--- src/rtl/incdec_arbiter.sv ---
// Purpose: NREQ counters sharing one inc/dec unit, granted round-robin, with priority direct loads.
// Latency: a step granted in cycle N updates its counter at that edge; done_* report it in cycle N+1.
// Backpressure: req_ready is a one-hot grant; it is zero while paused, and the loaded requester is skipped.
module incdec_arbiter #(
    parameter int NREQ = 4,
    parameter int W    = 8,
    parameter int SAT  = 0
) (
    input  logic                      clk,
    input  logic                      rst,
    input  logic [NREQ-1:0]           req_valid,
    input  logic [NREQ-1:0]           req_up,
    output logic [NREQ-1:0]           req_ready,
    input  logic                      load_valid,
    input  logic [$clog2(NREQ)-1:0]   load_idx,
    input  logic [W-1:0]              load_val,
    input  logic                      pause,
    output logic [NREQ*W-1:0]         cnt_flat,
    output logic                      done_valid,
    output logic [$clog2(NREQ)-1:0]   done_id,
    output logic [W-1:0]              done_val,
    output logic                      sat_hit
);
    localparam int IW = $clog2(NREQ);

    typedef enum logic [1:0] {IDLE, GRANT, HOLD} state_t;

    state_t          state_q, state_d;
    logic [IW-1:0]   rr_ptr_q, rr_ptr_d;
    logic [W-1:0]    cnt_q [NREQ];
    logic [W-1:0]    cnt_d [NREQ];
    logic [IW-1:0]   done_id_q, done_id_d;
    logic [W-1:0]    done_val_q, done_val_d;
    logic            sat_hit_q, sat_hit_d;

    logic [NREQ-1:0] elig;
    logic            found;
    logic [IW-1:0]   gidx;
    logic            grant;
    logic [W-1:0]    cur;
    logic [W-1:0]    nxt;
    logic            up;
    logic            clamp;

    // Round-robin search from rr_ptr over requesters not blocked by a same-cycle load.
    always_comb begin
        int            j;
        logic [IW-1:0] jj;
        elig  = '0;
        found = 1'b0;
        gidx  = '0;
        for (int i = 0; i < NREQ; i++) begin
            elig[i] = req_valid[i] && !(load_valid && (load_idx == IW'(i)));
        end
        for (int k = 0; k < NREQ; k++) begin
            j = int'(rr_ptr_q) + k;
            if (j >= NREQ) begin
                j = j - NREQ;
            end
            jj = IW'(j);
            if (!found && elig[jj]) begin
                found = 1'b1;
                gidx  = jj;
            end
        end
    end

    // Control state and grant: pause wins over any eligible request; reset suppresses grants.
    always_comb begin
        state_d   = IDLE;
        grant     = 1'b0;
        req_ready = '0;
        if (pause) begin
            state_d = HOLD;
        end else if (found) begin
            state_d = GRANT;
        end
        if (!rst && (state_d == GRANT)) begin
            grant           = 1'b1;
            req_ready[gidx] = 1'b1;
        end
    end

    // Shared inc/dec unit: wraps modulo 2^W, or clamps at the rails when SAT is set.
    always_comb begin
        cur   = cnt_q[gidx];
        up    = req_up[gidx];
        clamp = (SAT != 0) && (up ? (&cur) : (cur == '0));
        if (clamp) begin
            nxt = cur;
        end else if (up) begin
            nxt = cur + W'(1);
        end else begin
            nxt = cur - W'(1);
        end
    end

    // Next-state for counters, pointer and completion report; a load never targets the granted counter.
    always_comb begin
        cnt_d      = cnt_q;
        rr_ptr_d   = rr_ptr_q;
        done_id_d  = done_id_q;
        done_val_d = done_val_q;
        sat_hit_d  = 1'b0;
        if (load_valid) begin
            cnt_d[load_idx] = load_val;
        end
        if (grant) begin
            cnt_d[gidx] = nxt;
            rr_ptr_d    = (gidx == IW'(NREQ - 1)) ? '0 : gidx + IW'(1);
            done_id_d   = gidx;
            done_val_d  = nxt;
            sat_hit_d   = clamp;
        end
    end

    // State registers with synchronous reset that also discards any same-cycle grant or load.
    always_ff @(posedge clk) begin
        if (rst) begin
            state_q    <= IDLE;
            rr_ptr_q   <= '0;
            done_id_q  <= '0;
            done_val_q <= '0;
            sat_hit_q  <= 1'b0;
            for (int i = 0; i < NREQ; i++) begin
                cnt_q[i] <= '0;
            end
        end else begin
            state_q    <= state_d;
            rr_ptr_q   <= rr_ptr_d;
            done_id_q  <= done_id_d;
            done_val_q <= done_val_d;
            sat_hit_q  <= sat_hit_d;
            for (int i = 0; i < NREQ; i++) begin
                cnt_q[i] <= cnt_d[i];
            end
        end
    end

    // A registered GRANT state is exactly the cycle after a step, so it doubles as the done pulse.
    assign done_valid = (state_q == GRANT);
    assign done_id    = done_id_q;
    assign done_val   = done_val_q;
    assign sat_hit    = sat_hit_q;

    for (genvar g = 0; g < NREQ; g++) begin : g_flat
        assign cnt_flat[g*W +: W] = cnt_q[g];
    end
endmodule

--- config.mk ---
export PLATFORM = sky130hd
export DESIGN_NAME = incdec_arbiter
export DESIGN_NICKNAME = d
export VERILOG_FILES = /design/src/rtl/incdec_arbiter.sv
export SDC_FILE = /design/constraint.sdc
export NUM_CORES = 1
export LEC_CHECK = 0
export ABC_CLOCK_PERIOD_IN_PS = 9690
export CAP_MARGIN = 20
export CORE_UTILIZATION = 40
export CTS_CLUSTER_DIAMETER = 150
export CTS_CLUSTER_SIZE = 30
export DETAILED_ROUTE_END_ITERATION = 12
export GPL_ROUTABILITY_DRIVEN = 0
export GPL_TIMING_DRIVEN = 0
export PLACE_DENSITY_LB_ADDON = 0.08
export SYNTH_ARGS = -nofsm -noshare
export SYNTH_HDL_FRONTEND = slang
export SYNTH_SLANG_ARGS = --single-unit
--- constraint.sdc ---
create_clock -name clk -period 9.69 [get_ports clk]
set_clock_uncertainty 0.2 [all_clocks]
set_input_delay 1.4535 -clock clk [delete_from_list [all_inputs] [get_ports clk]]
set_output_delay 1.4535 -clock clk [all_outputs]
set_load 0.01 [all_outputs]
==> results.cfg <==
[min_path]
holdCritStartpoint = done_val[5]
whs_path_depth = 2
worst_hold_path.endpoint = done_val[5]
hold_class = register to register

[logic_synthesis]
async_s_r_ff_share_synth_pct = 0
post_synth_most_frequent_cells = 46 x sky130_fd_sc_hd__dfxtp_1, 43 x sky130_fd_sc_hd__nand2_1, 37 x sky130_fd_sc_hd__mux2i_1
syn_warnings = 0
post_synth.cell_area_avg_um2 = 8.54
synth_top_area_cell = sky130_fd_sc_hd__dfxtp_1
syn_area_mm2 = 0.00298
number_of_flops_mapped_to_enable_cells_by_yosys = 0
synth_seq_cells = 46
post_synth_main_area_contributors = sky130_fd_sc_hd__dfxtp_1 31%, sky130_fd_sc_hd__mux2i_1 12%, sky130_fd_sc_hd__nand2_1 5.4%
dominantRegCellSynth = sky130_fd_sc_hd__dfxtp_1
synth.net_count = 379
post_synth_inst_count = 349
synth.distinct_cells = 63
synth_most_common_cell = sky130_fd_sc_hd__dfxtp_1
yosysSeqAreaShare_pct = 30.9
post-synth-top-area-fraction_pct = 30.9

[placed_design]
dp_worst_setup_slack_ps = 2600
io_buffer_count = 66
dp_hpwl_um = 6850

[die]
dieHeight_um = 88.3
die_width_um = 88.3
number_of_top_level_design_ports = 70
core_area_mm2 = 0.00721
die_area_mm2 = 0.00780
core.rowCount = 31
initial_utilization_pct = 41.3

[worst_setup_path]
ff2ff_path_depth = 14
crit_path_max_fanout = 11
path_class = primary input to output port
path_buf_inv = 5
crit_chain = clkdlybuf4s50_1 > nor3b_2 > nor4_1 > a311o_1 > nor2_1 > buf_2 > ha_1 > nand2_1 > inv_1 > clkbuf_1 > clkdlybuf4s50_1
r2r-end = done_val[7]
worst_path_largest_cell_delay_ps = 670
critical-path-top-cell-by-count = sky130_fd_sc_hd__clkdlybuf4s50_1
critical_path_cell_count = 11
worst_path_max_delay_cell = sky130_fd_sc_hd__nor3b_2
setup.reg_to_reg.worst_slack_ps = 5430
critical_path.startpoint = load_idx[1]
cp.required_ps = 8040
crit_path_start_kind = primary input
cp-end-kind = output port
cp.arrival_ps = 5510
reg2reg_from = rr_ptr_q[1]
path_delay_family = buffers and inverters

[global_routing]
grt_pass1_vias = 2782
grt_antenna_before_repair = 0
grt_start_max_net_pins = 14
grtUsageTotal_pct = 25.4
gr-total-overflow = 0
wire_length_of_the_first_global_routing_pass_um = 14900

[drt]
ant_nets = 0
detailroute.via_count = 3088
drc = 0
wirelength_um = 9640
drt_iter0_markers = 162
drt-vias-per-instance = 5.92
avgRoutedWirePerCell_um = 18.5
drtPass1Iterations = 4

[clock_network]
worstSkewPairLatency_ps = 300
clock-root-buffer = sky130_fd_sc_hd__clkbuf_8
tritoncts = built
cts-resized-gates = 0
cts-buffers-inserted = 5
cts.reportedPaths.clkPinSlew_ps = 80
cts.repair_timing.setup_buffer_count = 0
ctsLongestPathBuffers = 2
cts_sinks = 46
cts-hold-fix-buffers = 0
htreeDepth = 2

[final_layout]
n_fill_cell = 705
finalNetCount = 452
multi_input_logic_area_mm2 = 0.00189
sequential_area_um2 = 921
post_route_cells_drive_above_1_share_pct = 7.80
area_growth_syn_to_layout_pct = 29.4
antenna-diode-count = 0

[power_and_ir_drop]
switching_power_total_w = 0.000304
p_per_area_mw_per_mm2 = 192
comb_power_share_pct = 50.4
worst_case_vdd_ir_drop_mv = 0.126
switching_share_pct = 41.0
power.sequential.fraction_pct = 32.8
intPower_w = 0.000438
power_leakage_nw = 1.54
pwr-share-clk_pct = 16.8

[sta]
finalCriticalPeriod_ps = 7160
fin_ws_ps = 2530
max_freq_ghz = 0.140
tns_ps = 0
timing_max_transition_violations_final = 0
minimum_hold_slack_ps = 300
finalSetupViolCount = 0
relSlewSlack_pct = 41.2
rsz0062_at_grt = false
final.period_utilization_pct = 73.9
hold_violations = 0
worst-slew-pin-transition_ps = 875

[flow_run]
max_cap_violations = 0

[outcome]
status = complete, no violations
worst max-delay path by stage:
stage	endpoint	slack [ps]
floorplan	req_ready[3]	4470
global placement	req_ready[3]	2550
detailed placement	req_ready[3]	2600
CTS	req_ready[3]	2570
global route	req_ready[3]	2280
finish	req_ready[3]	2530
layout make-up:
type | count | share of cell area, %
Clock inverter | 1 | 0.130
Tap cell | 99 | 3.21
Sequential cell | 46 | 23.9
Timing Repair Buffer | 66 | 17.1
Buffer | 21 | 3.18
Multi-Input combinational cell | 270 | 48.9
Clock buffer | 7 | 2.24
Inverter | 12 | 1.30
kinds of logic (layout without fill, tap and decap cells):
logic type,Yosys count,in the layout,share of synthesized area (%)
AOI/OAI and AO/OA,104,104,26.2
buffers and inverters,33,107,5.79
other,1,1,0.126
xor gates and xnor gates,8,8,2.35
muxes,40,40,13.6
adders and majority gates,8,8,3.36
DFF,46,46,30.9
and+or+nand+nor,109,109,17.7
layout by cell type, fill, tap and decap left out, types with 5 or more instances in the layout:
master                            instances
sky130_fd_sc_hd__a21oi_1                  6
sky130_fd_sc_hd__xnor2_1                  5
sky130_fd_sc_hd__nand2_1                 43
sky130_fd_sc_hd__nor2b_1                  5
sky130_fd_sc_hd__o22ai_1                 10
sky130_fd_sc_hd__a31oi_1                 13
sky130_fd_sc_hd__dfxtp_1                 46
sky130_fd_sc_hd__inv_1                    9
sky130_fd_sc_hd__nor2_1                  22
sky130_fd_sc_hd__o31ai_1                 14
sky130_fd_sc_hd__clkbuf_1                 7
sky130_fd_sc_hd__nand3_1                  7
sky130_fd_sc_hd__a211oi_1                 5
sky130_fd_sc_hd__clkdlybuf4s50_1         66
sky130_fd_sc_hd__ha_1                     8
sky130_fd_sc_hd__nand2b_1                 8
sky130_fd_sc_hd__mux2i_1                 37
sky130_fd_sc_hd__o21ai_0                 18
sky130_fd_sc_hd__or4_1                    5
sky130_fd_sc_hd__clkbuf_8                 6
metrics by stage:
step	total power, W	instances	instance area, µm²	util (%)
finish	0.000742	522	3860	53.5
global route	0.000787	522	3860	53.5
CTS	0.000741	522	3860	53.5
detailed placement	0.000617	514	3770	52.2
global placement	0.000612	514	3770	52.2
floorplan	0.000475	349	2980	-
power groups by stage:
stage          Combinational [W]  Sequential (W)  Clock (W)
2_1_floorplan           0.000218        0.000257          0
3_3_place_gp            0.000365        0.000247          0
3_5_place_dp            0.000369        0.000248          0
4_1_cts                 0.000371        0.000244   0.000126
5_1_grt                 0.000406        0.000248   0.000133
6_report                0.000374        0.000244   0.000125
worst min-delay path, cell delays in order (launching register included):
cell and delay, ps:
sky130_fd_sc_hd__dfxtp_1 320, sky130_fd_sc_hd__nand2b_1 70, sky130_fd_sc_hd__a21oi_1 60
flip-flops by register name (all words and copies together) (netlist names):
signal / flops
cnt_flat: 32
done_id: 2
done_val: 8
rr_ptr_q: 2
state_q: 2
metal layers:
| metal | vias up | global-route usage (%) | wire [µm] |
|---|---|---|---|
| met1 | 1486 | 36.8 | 4470 |
| met2 | 123 | 38.0 | 4300 |
| li1 | 1458 | - | - |
| met4 | 0 | 9.38 | 264 |
| met3 | 21 | 3.64 | 609 |
| met5 | - | 0 | 0 |
Power figures use the tool's default switching activity.
